===== src/rtl/noise_share_ctrl.sv =====
// Sequences one noise generator through a warm-up discard phase, then hands each
// valid sample to exactly one requesting channel in round-robin order.
module noise_share_ctrl #(
  parameter int NUM_CH         = 4,
  parameter int WARMUP_SAMPLES = 4,
  parameter int DROP_W         = 16
) (
  input  logic              clk,
  input  logic              rstn,
  input  logic              en,
  input  logic [NUM_CH-1:0] req,
  input  logic [7:0]        noise_in,
  input  logic              noise_in_valid,
  output logic              noise_en,
  output logic [7:0]        noise_out,
  output logic [NUM_CH-1:0] noise_out_valid,
  output logic              ready,
  output logic [DROP_W-1:0] drop_cnt
);

  localparam int PTR_W  = (NUM_CH > 1) ? $clog2(NUM_CH) : 1;
  localparam int WCNT_W = (WARMUP_SAMPLES > 1) ? $clog2(WARMUP_SAMPLES) : 1;

  typedef enum logic [1:0] {
    IDLE   = 2'd0,
    WARMUP = 2'd1,
    RUN    = 2'd2
  } state_t;

  state_t            state_r;
  logic [WCNT_W-1:0] warm_cnt_r;
  logic [PTR_W-1:0]  ptr_r;
  logic              noise_en_r;
  logic [7:0]        noise_out_r;
  logic [NUM_CH-1:0] out_valid_r;
  logic              ready_r;
  logic [DROP_W-1:0] drop_cnt_r;

  logic              grant_found_s;
  logic [PTR_W-1:0]  grant_idx_s;
  logic [PTR_W-1:0]  ptr_next_s;

  // Round-robin search: scan downward so the last hit is the one nearest the pointer.
  always_comb begin
    grant_found_s = 1'b0;
    grant_idx_s   = '0;
    for (int k = NUM_CH - 1; k >= 0; k--) begin
      logic [PTR_W-1:0] idx_v;
      idx_v = PTR_W'((int'(ptr_r) + k) % NUM_CH);
      if (req[idx_v]) begin
        grant_found_s = 1'b1;
        grant_idx_s   = idx_v;
      end else begin
        grant_found_s = grant_found_s;
      end
    end
    if (grant_idx_s == PTR_W'(NUM_CH - 1)) begin
      ptr_next_s = '0;
    end else begin
      ptr_next_s = grant_idx_s + PTR_W'(1);
    end
  end

  // Control FSM with all outputs registered.
  always_ff @(posedge clk or negedge rstn) begin
    if (!rstn) begin
      state_r     <= IDLE;
      warm_cnt_r  <= '0;
      ptr_r       <= '0;
      noise_en_r  <= 1'b0;
      noise_out_r <= 8'd0;
      out_valid_r <= '0;
      ready_r     <= 1'b0;
      drop_cnt_r  <= '0;
    end else begin
      out_valid_r <= '0;
      if (!en) begin
        // Disable wins in every state; drop_cnt is deliberately kept.
        state_r    <= IDLE;
        warm_cnt_r <= '0;
        ptr_r      <= '0;
        noise_en_r <= 1'b0;
        ready_r    <= 1'b0;
      end else begin
        case (state_r)
          IDLE: begin
            noise_en_r <= 1'b1;
            if (WARMUP_SAMPLES == 0) begin
              state_r <= RUN;
              ready_r <= 1'b1;
            end else begin
              state_r <= WARMUP;
            end
          end
          WARMUP: begin
            if (noise_in_valid) begin
              if (warm_cnt_r == WCNT_W'(WARMUP_SAMPLES - 1)) begin
                state_r    <= RUN;
                ready_r    <= 1'b1;
                warm_cnt_r <= '0;
              end else begin
                warm_cnt_r <= warm_cnt_r + WCNT_W'(1);
              end
            end
          end
          RUN: begin
            if (noise_in_valid) begin
              if (grant_found_s) begin
                noise_out_r <= noise_in;
                out_valid_r <= {{(NUM_CH-1){1'b0}}, 1'b1} << grant_idx_s;
                ptr_r       <= ptr_next_s;
              end else if (drop_cnt_r != {DROP_W{1'b1}}) begin
                drop_cnt_r <= drop_cnt_r + DROP_W'(1);
              end
            end
          end
          default: begin
            state_r    <= IDLE;
            noise_en_r <= 1'b0;
            ready_r    <= 1'b0;
          end
        endcase
      end
    end
  end

  assign noise_en        = noise_en_r;
  assign noise_out       = noise_out_r;
  assign noise_out_valid = out_valid_r;
  assign ready           = ready_r;
  assign drop_cnt        = drop_cnt_r;

endmodule


===== config.mk =====
export PLATFORM = sky130hd
export DESIGN_NAME = noise_share_ctrl
export DESIGN_NICKNAME = d
export VERILOG_FILES = /design/src/rtl/noise_share_ctrl.sv
export SDC_FILE = /design/constraint.sdc
export NUM_CORES = 1
export LEC_CHECK = 0
export CORE_ASPECT_RATIO = 0.5
export CORE_MARGIN = 1
export CORE_UTILIZATION = 52
export DETAILED_ROUTE_END_ITERATION = 12
export GPL_TIMING_DRIVEN = 1
export PLACE_DENSITY = 0.86
export SLEW_MARGIN = 25
export SYNTH_ARGS = -nofsm -noshare
export SYNTH_HDL_FRONTEND = slang
export SYNTH_SLANG_ARGS = --single-unit

===== constraint.sdc =====
create_clock -name clk -period 3.1 [get_ports clk]
set_input_delay 0.93 -clock clk [delete_from_list [all_inputs] [get_ports clk]]
set_output_delay 0.93 -clock clk [all_outputs]
set_load 0.005 [all_outputs]

# [After elaboration in Yosys (flattened, before gate mapping)]
# Index checks and enable logic that the tools add are counted.
# Widths: inputs -> output; s select.
[op_classes] multipliers=0 n_eq_ne=14 n_bitwise=1 magnitude_cmp=4 n_reduce_logical=9 shifts=1 add_sub_neg=6 n_div=0 mux=39
[ops] op="$mux 2" count=16
[ops] op="$add 16x1->16 const B" count=1
[ops] op="$mux 4" count=4
[ops] op="$ne 16x16->1 const B" count=1
[ops] op="$lt 2x3->1 const B" count=4
[ops] op="$mux 1" count=12
[ops] op="$reduce_and 3->1" count=3
[ops] op="$bmux 1 s2" count=4
[ops] op="$ne 2x1->1 const B" count=4
[ops] op="$add 2x1->2 const B" count=3
[ops] op="$eq 2x2->1 const B" count=3
[ops] op="$ne 2x2->1 const B" count=3
[ops] op="$ne 3x3->1 const B" count=2
[ops] op="$pmux 2 s3" count=1
[ops] op="$reduce_and 5->1" count=1
[ops] op="$add 2x2->2 const B" count=2
[ops] op="$pmux 1 s2" count=2
[ops] op="$reduce_and 4->1" count=1
[ops] op="$reduce_or 2->1" count=2
[ops] op="$shl 1x2->4 const A" count=1
[ops] op="$eq 2x1->1 const B" count=1
[ops] op="$logic_not 2->1" count=1
[ops] op="$reduce_and 2->1" count=1
[ops] op="$not 1->1" count=1
[word_totals] mem_bits_ro=0 elab_cells=82 mem_bits_rw=0 mem_count=0 ff_bits=36 inputBits=16 latch_bits=0 output_inout_bits=30

# [Logic depth before layout (Yosys ltp)]
[logic_depth] word_depth=13 mapped_depth=7 depth_no_buf=7

# [Least setup slack after synthesis]
# No wires, ideal clock.
[synth_path] path_kind="in2reg" startpoint="input port en" endpoint="register noise_out_r[0] (netlist: noise_out[0])" n_path_buf=2 cell_stages=5 required_time_ns=2.975 setup_time_ns=0.125 path_slack_ns=0.958 arrival_time_ns=2.017 path_cell_list="clkbuf_1 and3_1 nor2b_1 buf_2 mux2_2"
[synth_between] elab_chain_cells=1
[synth_lines] item="from (decl)" line="10" rtl="input logic en,"
[synth_lines] item="$reduce_and 4->1 (no line)"
[synth_lines] item="to (signal assigned)" line="109" rtl="noise_out_r <= noise_in;"
[synth_lines] item="to (decl)" line="34" rtl="logic [7:0] noise_out_r;"
# No other way between the ends.
# A chain may end at the register's enable or synchronous reset.

# [Worst setup path after layout]
[layout_path] startpoint="input port req[3]" endpoint="register drop_cnt_r[6] (netlist: drop_cnt[6])"
[layout_between] elab_chain_cells=8 elab_cells_between_ends=14 cone_classes="mux (12); bitwise (1); reduce/logical (1)"
[layout_lines] item="from (decl)" line="11" rtl="input logic [NUM_CH-1:0] req,"
[layout_lines] item="$bmux 1 s2" line="50" rtl="if (req[idx_v]) begin"
[layout_lines] item="$mux 1 (implied by the code)" line="50"
[layout_lines] item="$mux 1 (3 in series)" line="50"
[layout_lines] item="$mux 1 (*)" line="50"
[layout_lines] item="$not 1->1 (no line) (*)"
[layout_lines] item="$reduce_and 5->1 (no line) (*)"
[layout_lines] item="to (signal assigned)" line="113" rtl="drop_cnt_r <= drop_cnt_r + DROP_W'(1);"
[layout_lines] item="to (decl)" line="37" rtl="logic [DROP_W-1:0] drop_cnt_r;"
# Mark *: on every way between the ends. The rest lies on a longest branch, timed or not. The select of a mux whose other input is x is not followed.

==> run metrics <==
outcome complete, but fails checks; failing checks DRC; # hold bufs at CTS 0; clock transition at the registers of the reported paths 0.07 ns; power share of the clock group 27.7%; WP depth 5; commonest non-fill, non-tap cell in the layout sky130_fd_sc_hd__clkdlybuf4s50_1; Routability Congestion 0.810; Storage cell area 901 um^2; post-DP HPWL 2660 um; critical path class primary input to register; drc violations 2; startpoint types primary input; final core utilization 75.6%; Hold WC Path Type register to register; top achievable clock speed 0.401 GHz; total placed instance area 0.00226 mm^2; Worst Max-Slew Pin Slew 0.480 ns; CTS buffer count 5; cells on worst reg2reg path 6; Ant. Diodes 0; sequential share of the synthesized area 51.1%; WHS Endpoint drop_cnt[13]; fraction of final layout cells sized beyond drive strength 1 10.5%; critical path endpoint category register; initial detailed-routing violation count 64; library cell contributing the largest single delay on the critical path sky130_fd_sc_hd__nor4_4; most used cells in the layout excluding fill and tap cells sky130_fd_sc_hd__clkdlybuf4s50_1 (45), sky130_fd_sc_hd__dfrtp_1 (36), sky130_fd_sc_hd__nand2_1 (13), sky130_fd_sc_hd__nor3_1 (9), sky130_fd_sc_hd__mux2_2 (9); crit-path cells clkdlybuf4s50_1 > nor4_4 > and3_1 > nand2_1 > mux2_4; total vias in the final route 1,350; CORE AREA 0.00312 mm^2; register-to-register setup slack 1.29 ns; tightest slew margin relative to the limit 67.7%; count of buffering cells on the critical path with inverters included 1; synthesized instance count 159; capture instance of the worst register-to-register path drop_cnt[6]; setup repair bufs after CTS 0; R2R Path Start state_r[0]; total leakage power 1.09 nW; area of the mapped netlist 0.00176 mm^2; count of cells resized by post-cts repair 0; die area 0.00364 mm^2; Critical Path Fanout Max 7; Max-cap violations 0; final instance count without filler cells 250; floorplan die width 84.3 um; synth warn 0; final critical-path share of the clock period 80.5%; clock skew after layout 0.00403 ns; antenna violations before repair 0; number of sinks on the clock net 36; CTS Root Cell sky130_fd_sc_hd__clkbuf_8; average size of a mapped cell 11.1 um^2; number of register bits inferred by synthesis 36; peak ir drop on the vdd network 0.000401 V; share of power burned in combinational logic 26.6%; layout net count 233; vias per cell 5.40; number of stages on the worst hold path 1; post-detailed-routing wire length 3620 um; gr usage total 22.9%; critical hold path startpoint drop_cnt[13]; count of TritonRoute iterations in the first routing pass 10; total I/O pin count 46; growth of design area from synthesis to finish 33.8%; EDFF count, synth 0; first-pass GRT wire length 6160 um; multi-input combinational cell area 816 um^2; placed cell count 243; setup TNS 0 ns; largest delay contributor family on the critical path simple AND/OR/NAND/NOR gates; clock latency on the worst-skew pair 0.29 ns; setup violators final 0; Switching Share 26.9%; number of port buffers 45; Final Hold Viols 0; fraction of registers with async set or reset after synthesis 100%; Fill cells 211; Top FF cell, synth sky130_fd_sc_hd__dfrtp_1; clock tree from TritonCTS built; endpoint required time on the critical path 3.28 ns; fin. max-slew vios 0; Synthesized Nets 182; Worst EP arrival 2.67 ns; largest incremental delay on the critical path 0.49 ns; sequential share of power 45.7%; crit path time final 2.50 ns; count of standard-cell rows 14; Routed wire per std cell 14.5 um; Yosys cell types 31; switching power 0.346 mW; die outline height 43.2 um; number of global-route vias before repair 1,372; area of all placed cells without fillers 0.00236 mm^2; RSZ-0062 raised after global routing false; starting density of the core 56.5%; cell-internal power 0.942 mW; worst-case clock buffer depth 2; number of antenna-violating nets in the routed design 0; aggregate global routing overflow 0; H-tree level count 2; P per Cell Area 546 mW/mm^2; maximum number of pins on one net before global-route repair 37
## synth_stat cells, drive strengths merged, types with 2 or more instances
cell type / instances / area [um^2]
nand4: 7 / 43.8
and4: 3 / 26.3
o21ai: 4 / 20.0
dfrtp: 36 / 901
buf: 3 / 20.0
nor2: 6 / 22.5
xor2: 7 / 61.3
ha: 7 / 87.6
nand2: 13 / 48.8
inv: 6 / 22.5
mux2: 10 / 116
nor3b: 2 / 15.0
and3: 6 / 37.5
and2: 3 / 18.8
xnor2: 6 / 52.6
nor3: 9 / 45.0
nand3: 6 / 30.0
mux2i: 4 / 40.0
a21oi: 7 / 35.0
nor2b: 5 / 31.3
## flip-flops by register name (all words and copies together) (netlist names)
| signal | cells |
|---|---|
| drop_cnt | 16 |
| noise_en | 1 |
| noise_out | 8 |
| noise_out_valid | 4 |
| ptr_r | 2 |
| ready | 1 |
| state_r | 2 |
| warm_cnt_r | 2 |
## power by group through the flow
stage / logic (mW) / clock network [mW] / registers [mW]
floorplan: 0.163 / 0 / 0.594
global placement: 0.327 / 0 / 0.589
detailed placement: 0.339 / 0 / 0.595
CTS: 0.347 / 0.363 / 0.587
global route: 0.377 / 0.385 / 0.597
finish: 0.343 / 0.357 / 0.588
## cell families after synthesis
group	count (synthesis)	synth area share, %
AOI/OAI and AO/OA	16	5.47
DFF	36	51.1
buffers and inverters	10	2.63
adders and majority gates	7	4.97
and+or+nand+nor	63	20.5
muxes	14	8.87
xor gates and xnor gates	13	6.46
## per-stage QoR
stage          power, mW  hold WS (ns)  worst slack, ns
2_1_floorplan      0.756         0.478            0.958
3_3_place_gp       0.917         0.474            0.388
3_5_place_dp       0.934         0.500            0.315
4_1_cts             1.30         0.512            0.606
5_1_grt             1.36         0.528            0.474
6_report            1.29         0.498            0.604
## how the worst max path moves through the flow
stage                               to    from
after floorplan           noise_out[0]      en
after global placement     drop_cnt[6]  req[3]
after detailed placement      ptr_r[1]  req[0]
after CTS                  drop_cnt[6]  req[0]
after global routing       drop_cnt[6]  req[3]
final                      drop_cnt[6]  req[3]
## area by class of cell
type	instances	share of cell area [%]
Sequential cell	36	38.2
Multi-Input combinational cell	113	34.6
Timing Repair Buffer	48	20.1
Clock buffer	7	4.08
Tap cell	40	2.12
Inverter	6	0.955
## routing by layer
metal / up-vias / routed length [um] / global-route usage [%] / part of all wire (%)
li1: 662 / - / - / -
met1: 652 / 1560 / 26.8 / 43
met2: 27 / 1880 / 40.0 / 52
met3: 9 / 107 / 6.42 / 3.0
met4: 0 / 74 / 10.8 / 2.0
met5: - / 0 / 0 / 0
(Power assumes the default switching activity.)
